<file path="src/rtl/reg_busy_scoreboard_pkg.sv">
// Shared constants for the register-busy scoreboard.
package reg_busy_scoreboard_pkg;
  localparam int unsigned ADDR_W   = 5;
  localparam int unsigned NUM_REGS = 1 << ADDR_W;
  localparam int unsigned REG_ZERO = 0;
endpackage

</file>
<file path="src/rtl/reg_busy_scoreboard_onehot_decode.sv">
// Index-plus-enable to one-hot decoder, built as a log-depth chain of
// conditional power-of-two shifts.
module onehot_decode #(
  parameter int unsigned ADDR_W = 5
) (
  input  logic [ADDR_W-1:0]      idx,
  input  logic                   en,
  output logic [(1<<ADDR_W)-1:0] onehot
);
  localparam int unsigned WIDTH = 1 << ADDR_W;

  logic [WIDTH-1:0] stage [ADDR_W+1];

  assign stage[0] = WIDTH'(en);

  for (genvar i = 0; i < ADDR_W; i++) begin : g_stage
    assign stage[i+1] = idx[i] ? (stage[i] << (1 << i)) : stage[i];
  end

  assign onehot = stage[ADDR_W];
endmodule

</file>
<file path="src/rtl/reg_busy_scoreboard.sv">
// Register-busy scoreboard: tracks outstanding long-latency writes and
// reports source hazards and WAW stalls to decode/issue.
module reg_busy_scoreboard
  import reg_busy_scoreboard_pkg::*;
#(
  parameter int unsigned ADDR_W         = reg_busy_scoreboard_pkg::ADDR_W,
  parameter int unsigned NUM_REGS       = reg_busy_scoreboard_pkg::NUM_REGS,
  parameter bit          ZERO_HARDWIRED = 1'b1
) (
  input  logic                clock,
  input  logic                reset_n,
  input  logic                flush,
  input  logic                issue_valid,
  input  logic [ADDR_W-1:0]   issue_rd,
  output logic                issue_ready,
  input  logic                wb_valid,
  input  logic [ADDR_W-1:0]   wb_rd,
  input  logic [ADDR_W-1:0]   rs1,
  input  logic [ADDR_W-1:0]   rs2,
  output logic                hazard,
  output logic [NUM_REGS-1:0] busy_vec,
  output logic [ADDR_W:0]     busy_count
);
  logic [NUM_REGS-1:0] set_raw;
  logic [NUM_REGS-1:0] set_mask;
  logic [NUM_REGS-1:0] clr_mask;
  logic [NUM_REGS-1:0] keep_mask;
  logic [NUM_REGS-1:0] busy_next;
  logic                issue_go;
  logic                rs1_haz;
  logic                rs2_haz;

  function automatic logic [ADDR_W:0] popcount(input logic [NUM_REGS-1:0] v);
    logic [ADDR_W:0] cnt;
    cnt = '0;
    for (int i = 0; i < int'(NUM_REGS); i++) begin
      cnt = cnt + (ADDR_W+1)'(v[i]);
    end
    return cnt;
  endfunction

  assign issue_go = issue_valid & issue_ready;

  onehot_decode #(.ADDR_W(ADDR_W)) u_set_dec (
    .idx    (issue_rd),
    .en     (issue_go),
    .onehot (set_raw)
  );

  onehot_decode #(.ADDR_W(ADDR_W)) u_clr_dec (
    .idx    (wb_rd),
    .en     (wb_valid),
    .onehot (clr_mask)
  );

  // Register zero can never become busy when it is hardwired.
  always_comb begin
    keep_mask = '1;
    if (ZERO_HARDWIRED) keep_mask[REG_ZERO] = 1'b0;
  end

  assign set_mask  = set_raw & keep_mask;
  assign busy_next = ((busy_vec & ~clr_mask) | set_mask) & keep_mask;

  // Same-cycle writeback is bypassed, so it hides both stalls.
  assign issue_ready = ~(busy_vec[issue_rd] & ~(wb_valid & (wb_rd == issue_rd)));
  assign rs1_haz     = busy_vec[rs1] & ~(wb_valid & (wb_rd == rs1));
  assign rs2_haz     = busy_vec[rs2] & ~(wb_valid & (wb_rd == rs2));
  assign hazard      = rs1_haz | rs2_haz;

  always_ff @(posedge clock) begin
    if (!reset_n) begin
      busy_vec   <= '0;
      busy_count <= '0;
    end else if (flush) begin
      busy_vec   <= '0;
      busy_count <= '0;
    end else begin
      busy_vec   <= busy_next;
      busy_count <= popcount(busy_next);
    end
  end
endmodule

</file>
<file path="config.mk">
export PLATFORM = sky130hd
export DESIGN_NAME = reg_busy_scoreboard
export DESIGN_NICKNAME = d
export VERILOG_FILES = /design/src/rtl/reg_busy_scoreboard_pkg.sv /design/src/rtl/reg_busy_scoreboard_onehot_decode.sv /design/src/rtl/reg_busy_scoreboard.sv
export SDC_FILE = /design/constraint.sdc
export NUM_CORES = 1
export LEC_CHECK = 0
export CORE_ASPECT_RATIO = 1.2
export CORE_MARGIN = 3
export CORE_UTILIZATION = 54
export DETAILED_ROUTE_END_ITERATION = 6
export PLACE_DENSITY = 0.82
export SYNTH_ARGS = -nofsm -noshare
export SYNTH_HDL_FRONTEND = slang
export SYNTH_SLANG_ARGS = --single-unit
</file>
<file path="constraint.sdc">
create_clock -name clock -period 8.73 [get_ports clock]
set_input_delay 1.746 -clock clock [delete_from_list [all_inputs] [get_ports clock]]
set_output_delay 1.746 -clock clock [all_outputs]
set_load 0.02 [all_outputs]
</file>
---- After elaboration in Yosys (flattened, before gate mapping) ----
Cells that the tools add are included.
operators by class
  $add $sub $neg .......................... 30
  equal/unequal tests ..................... 3
  bitwise gates (word level) .............. 16
  order comparisons ....................... 3
  reduce and logical (&&, ||, !) cells .... 1
  mux-type cells .......................... 16
operator list
  cell                                                                   count
  32-bit 2-to-1 mux                                                      8
  6-bit by 1-bit adder with 6-bit output                                 25
  32-bit AND                                                             1
  32-bit NOT                                                             1
  32-bit bitwise OR                                                      1
  5-bit by 6-bit < comparator with 1-bit output (second input constant)  3
  1-bit binary-select mux with 5-bit select                              3
  5-bit equality test                                                    3
  1-bit AND                                                              7
  5-bit by 1-bit adder with 6-bit output                                 1
  4-bit by 1-bit adder with 5-bit output                                 1
  1-bit NOT                                                              5
  3-bit by 1-bit adder with 4-bit output                                 1
  2-bit 2-to-1 mux                                                       2
  2-bit by 1-bit adder with 3-bit output                                 1
  1-bit 2-to-1 mux                                                       3
  1-bit by 1-bit adder with 2-bit output                                 1
  2-bit OR reduction                                                     1
  1-bit bitwise OR                                                       1
storage, ports and cells
  register bits ........................... 38
  output and inout port bits .............. 40
  input bits .............................. 25
  logic and storage cells ................. 72

---- Longest topological paths before layout ----
  word-level depth ........................ 42
  depth in mapped cells ................... 24
  mapped depth without buffers ............ 23

---- Hierarchy ----
From an unflattened synthesis, not the netlist that was laid out.
second synthesis, totals
  cells, all modules ...................... 394
  area total of the unflattened synthesis .. 3474.6 sq um
by module, submodules not included
  module               cells each  area an instance (sq um)  seq. area each (sq um)  times used
  reg_busy_scoreboard  300         3006.6                    740.7                   1
  onehot_decode        47          234.0                     0.0                     2

---- Least setup slack after synthesis ----
Ideal clock, no wire load.
  path kind ............................... in2reg
  from .................................... input port issue_rd[2]
  to ...................................... register busy_count[4]
  slack ................................... 819 ps
  data arrival time ....................... 7783 ps
  required time ........................... 8603 ps
  setup time .............................. 127 ps
  buffers on the path ..................... 1
  stages .................................. 22
  path through ............................ buf_6 > mux4_2 > mux2_4 > a2bb2oi_4 > nor3_2 > nor3_1 > a32oi_1 > fa_1 > inv_1 > fa_1 > inv_1 > fa_1 > fa_1 > fa_1 > fa_1 > inv_1 > fa_1 > fa_1 > a21o_1 > a21oi_1 > xor2_1 > nor2_1
between the ends
  word-level cells in the longest chain between the ends .. 42
  elaborated cells between the ends (all ways) .. 44
  those cells by class .................... 30 x add/sub; 1 x eq/ne; 7 x mux; 6 x bitwise
RTL lines
  element                                                                    RTL line                                 source
  start, declared                                                            reg_busy_scoreboard.sv:14                input logic [ADDR_W-1:0] issue_rd,
  parallel branches: the longest is 8 deep, another holds 32-bit 2-to-1 mux  --
  32-bit 2-to-1 mux * (3 in a row)                                           reg_busy_scoreboard_onehot_decode.sv:17  assign stage[i+1] = idx[i] ? (stage[i] << (1 << i)) : stage[i];
  32-bit bitwise OR *                                                        reg_busy_scoreboard.sv:63                assign busy_next = ((busy_vec & ~clr_mask) | set_mask) & keep_mask;
  1-bit by 1-bit adder with 2-bit output                                     reg_busy_scoreboard.sv:37                cnt = cnt + (ADDR_W+1)'(v[i]);
  2-bit by 1-bit adder with 3-bit output                                     reg_busy_scoreboard.sv:37
  3-bit by 1-bit adder with 4-bit output                                     reg_busy_scoreboard.sv:37
  4-bit by 1-bit adder with 5-bit output                                     reg_busy_scoreboard.sv:37
  5-bit by 1-bit adder with 6-bit output                                     reg_busy_scoreboard.sv:37
  6-bit by 1-bit adder with 6-bit output (24 in a row)                       reg_busy_scoreboard.sv:37
  6-bit by 1-bit adder with 6-bit output *                                   reg_busy_scoreboard.sv:37
  end signal, assigned                                                       reg_busy_scoreboard.sv:80                busy_count <= popcount(busy_next);
  end, declared                                                              reg_busy_scoreboard.sv:22                output logic [ADDR_W:0] busy_count
Mark *: on every way between the ends. The select of a mux whose other input is x is not followed.
A chain may end at the register's enable or synchronous reset.

---- Final worst setup path ----
  from .................................... input port issue_rd[2]
  to ...................................... register busy_count[4]
between the ends
  elaborated cells between the ends (all ways) .. 44
  those cells by class .................... 30 x add/sub; 1 x eq/ne; 7 x mux; 6 x bitwise
RTL lines
  element                                                                    RTL line                                 source
  parallel branches: the longest is 8 deep, another holds 32-bit 2-to-1 mux  --
  32-bit 2-to-1 mux * (3 in a row)                                           reg_busy_scoreboard_onehot_decode.sv:17
  32-bit bitwise OR *                                                        reg_busy_scoreboard.sv:63
  net busy_next[6]                                                           reg_busy_scoreboard.sv:28                logic [NUM_REGS-1:0] busy_next;
  5-bit by 1-bit adder with 6-bit output *                                   reg_busy_scoreboard.sv:37
  6-bit by 1-bit adder with 6-bit output * (25 in a row)                     reg_busy_scoreboard.sv:37
Mark *: on every way through the listed nets, which the timed path passes. The select of a mux whose other input is x is not followed.

==> metrics <==
area share of the leading cell type in the synthesized netlist=between 20% and 30%; Seq/Total Area, Yosys=20.4%; top post-synthesis cells by area=dfxtp_1 (20%), fa_1 (13%), mux4_2 (9.3%); EDFF count, synth=0; Storage cell area=between 700 and 800 um^2; area grow syn2layout=25.2%; Max stage delay on crit path=0.64 ns; Peak supply drop=0.0000519 V; min-delay src=busy_vec[3]$_SDFF_PP0_; Synth top cells by count=dfxtp_1 (37), o21ai_0 (32), inv_1 (26); crit path kind=in2reg; drc violations=0; H-tree level count=2; final worst-path cycle share=a little over nine tenths; Reg2Reg Setup Slack=~2.1 ns; Die W=80.9 um; Clock Tree Root=clkbuf_8; die area=7770 um^2; starting density of the core=56.1%; core area=6490 um^2; MaxCap Viol Count=0; peak fanout along the critical path=5; IO Pins=65; Final Hold Viols=0; router iterations before antenna repair=5; Num CTS Buffers=5; synthesized cell area=3640 um^2; endpoints failing setup=0; total gr overflow=0; clk_lat worst skew=approximately 0.30 ns; Synth area leader=dfxtp_1; mean routed wirelength per cell=22.8 um; skew final=0.00874 ns; DR vias=3660; area of the multi-input gates=2670 um^2; Routed Antenna Nets=0; worst endpoint data arrival time=8.63 ns; min-delay worst type=reg2reg; share of post-route cells with drive strength above 1=16.0%; Setup TNS=0 ns; design area=4560 um^2; critical path, cell by cell=clkdlybuf4s50_1 > mux4_2 > mux2_4 > a2bb2oi_4 > nor3_2 > buf_4 > o41ai_1 > buf_4 > fa_1 > inv_1 > fa_1 > fa_1 > fa_1 > fa_1 > fa_1 > inv_1 > fa_1 > fa_1 > a21o_1 > a21oi_1 > xor2_1 > nor2_1; Max Clock Freq=118 MHz; Synth Flop Type=dfxtp_1; Max clock buf depth=2; Synth warnings=0; clock transition at the registers of the reported paths=~0.080 ns; Iter 0 DRT Violations=348; reg-to-reg endpoint=busy_count[4]$_SDFF_PP0_; Cell Area, Placed=4460 um^2; Distinct cells, synth=59; LEAKAGE=0.00174 uW; Worst setup EP type=flip-flop; Post-Route WL=12500 um; Most common cell on crit path=fa_1; Die Ht=95.9 um; PwrDens=between 80 and 90 nW/um^2; RSZ-0062 raised after global routing=no; Sink Count=37; Post-Synthesis Cells=393; Port Buffer Count=63; Synth async-reset ratio=0%; CP max-delay cell=clkdlybuf4s50_1; Worst-Margin Slew=0.934 ns; Nets=516; Final min period=8.44 ns; Ant. Diodes=0; Syn Area/Cell=9.26 um^2; DP HPWL=about 9500 um; first-pass GRT wire length=around 20000 um; total global-route track usage=34.1%; CP required=8.92 ns; syn_nets=448; Placement Rows=32; fin. max-slew vios=0; slew margin rel.=a little under two fifths; antenna violations before repair=0; R2R depth=21; largest net degree at the start of global routing=24; status=finished, final reports clean; CTS tree=yes; GPL Wtd Cong=0.997; vias per cell=6.69; post-synthesis register bit count=37; Reg2Reg Launch Point=busy_vec[12]$_SDFF_PP0_; Hold EP=busy_vec[3]$_SDFF_PP0_; vias in the first global route=3820; startpoint type of the worst setup path=input port; depth of the worst hold-timing path=2; most numerous cell in the Yosys netlist=dfxtp_1; Fillers=~530; number of setup buffers added after CTS=0
[worst max-delay path by stage]
stage                            from                  endpoint  slack [ns]  depth (start not counted)
final                     issue_rd[2]  busy_count[4]$_SDFF_PP0_        0.29                         22
after global routing      issue_rd[2]  busy_count[4]$_SDFF_PP0_        0.03                         23
after CTS                 issue_rd[0]  busy_count[4]$_SDFF_PP0_        0.29                         21
after detailed placement  issue_rd[0]  busy_count[4]$_SDFF_PP0_      -0.009                         21
after global placement    issue_rd[0]  busy_count[4]$_SDFF_PP0_        0.09                         22
after floorplan           issue_rd[2]  busy_count[4]$_SDFF_PP0_        0.82                         22
[logic make-up after synthesis]
family,share of synthesized area (%)
mux,15.8
fa+ha+maj,15.1
other cells,0.103
simple gates,14.7
buf+inv,6.63
flops,20.4
xor+xnor,4.33
compound gates,23.0
[placed cells by master (no fill, tap or decap), drive strengths merged, types with 5 or more instances in the layout]
| cell type | netlist | layout |
|---|---|---|
| a21oi | 8 | 8 |
| buf | 10 | 28 |
| clkbuf | 20 | 5 |
| clkdlybuf4s50 | 0 | 62 |
| dfxtp | 37 | 37 |
| fa | 23 | 23 |
| ha | 7 | 7 |
| inv | 26 | 26 |
| mux2i | 20 | 20 |
| mux4 | 15 | 15 |
| nand2 | 23 | 23 |
| nand2b | 7 | 7 |
| nand3 | 15 | 15 |
| nor2 | 12 | 12 |
| nor2b | 6 | 6 |
| o21a | 8 | 8 |
| o21ai | 33 | 33 |
| o22ai | 17 | 17 |
| o2bb2ai | 5 | 5 |
| o31a | 9 | 9 |
| o41ai | 5 | 5 |
| or3 | 10 | 10 |
| xor2 | 14 | 14 |
[routing by layer]
| layer | up-vias | part of all wire, % | track usage (%) |
|---|---|---|---|
| met5 | - | 0 | 0 |
| met4 | 0 | 7.3 | 23.4 |
| met3 | 79 | 8.5 | 7.12 |
| met2 | 278 | 48 | 56.6 |
| met1 | 1712 | 36 | 38.9 |
| li1 | 1591 | - | - |
[critical path: cells and delay by family]
kind                       cells  cell delay, ns
adders and majority gates      8            3.61
buffers and inverters          5            1.16
AOI/OAI and AO/OA              4            0.94
muxes                          2            0.86
xor gates and xnor gates       1            0.18
and+or+nand+nor                2            0.13
[per-stage QoR]
| step | total power, uW | instances | hold WS (ns) | utilization [%] | setup slack (ns) |
|---|---|---|---|---|---|
| 6_report | 400 | 547 | 0.594 | 70.2 | 0.291 |
| 5_1_grt | 416 | 547 | 0.649 | 70.2 | 0.0312 |
| 4_1_cts | 397 | 547 | 0.587 | 70.0 | 0.287 |
| 3_5_place_dp | 280 | 539 | 0.570 | 68.7 | -0.00873 |
| 3_3_place_gp | 280 | 539 | 0.557 | 68.7 | 0.0927 |
| 2_1_floorplan | 239 | 393 | 0.591 | - | 0.819 |
[power breakdown]
group          leakage, uW  internal (uW)  switching (uW)
registers         0.000298            170            1.00
clock network    0.0000439           55.1            64.2
logic              0.00140           46.7            62.9
total              0.00174            272             128
[repair_timing]
| action | in CTS | in global routing |
|---|---|---|
| setup endpoints to repair | 0 | 1 |
| hold buffers | 0 | 0 |
| gates resized for setup | 0 | 3 |
[area by class of cell]
cell class                 instances  area share [%]
multi-input combinational        300            58.6
timing repair buffer              91            18.8
sequential                        37            16.3
tap                               85            2.33
inverter                          26            2.14
clock buffer                       5            1.51
clock inverter                     3           0.385
[flip-flops by register name (all words and copies together), names as in the netlist]
signal	cells
busy_vec	31
busy_count	6
No activity file was read; power rests on OpenSTA's default activity.
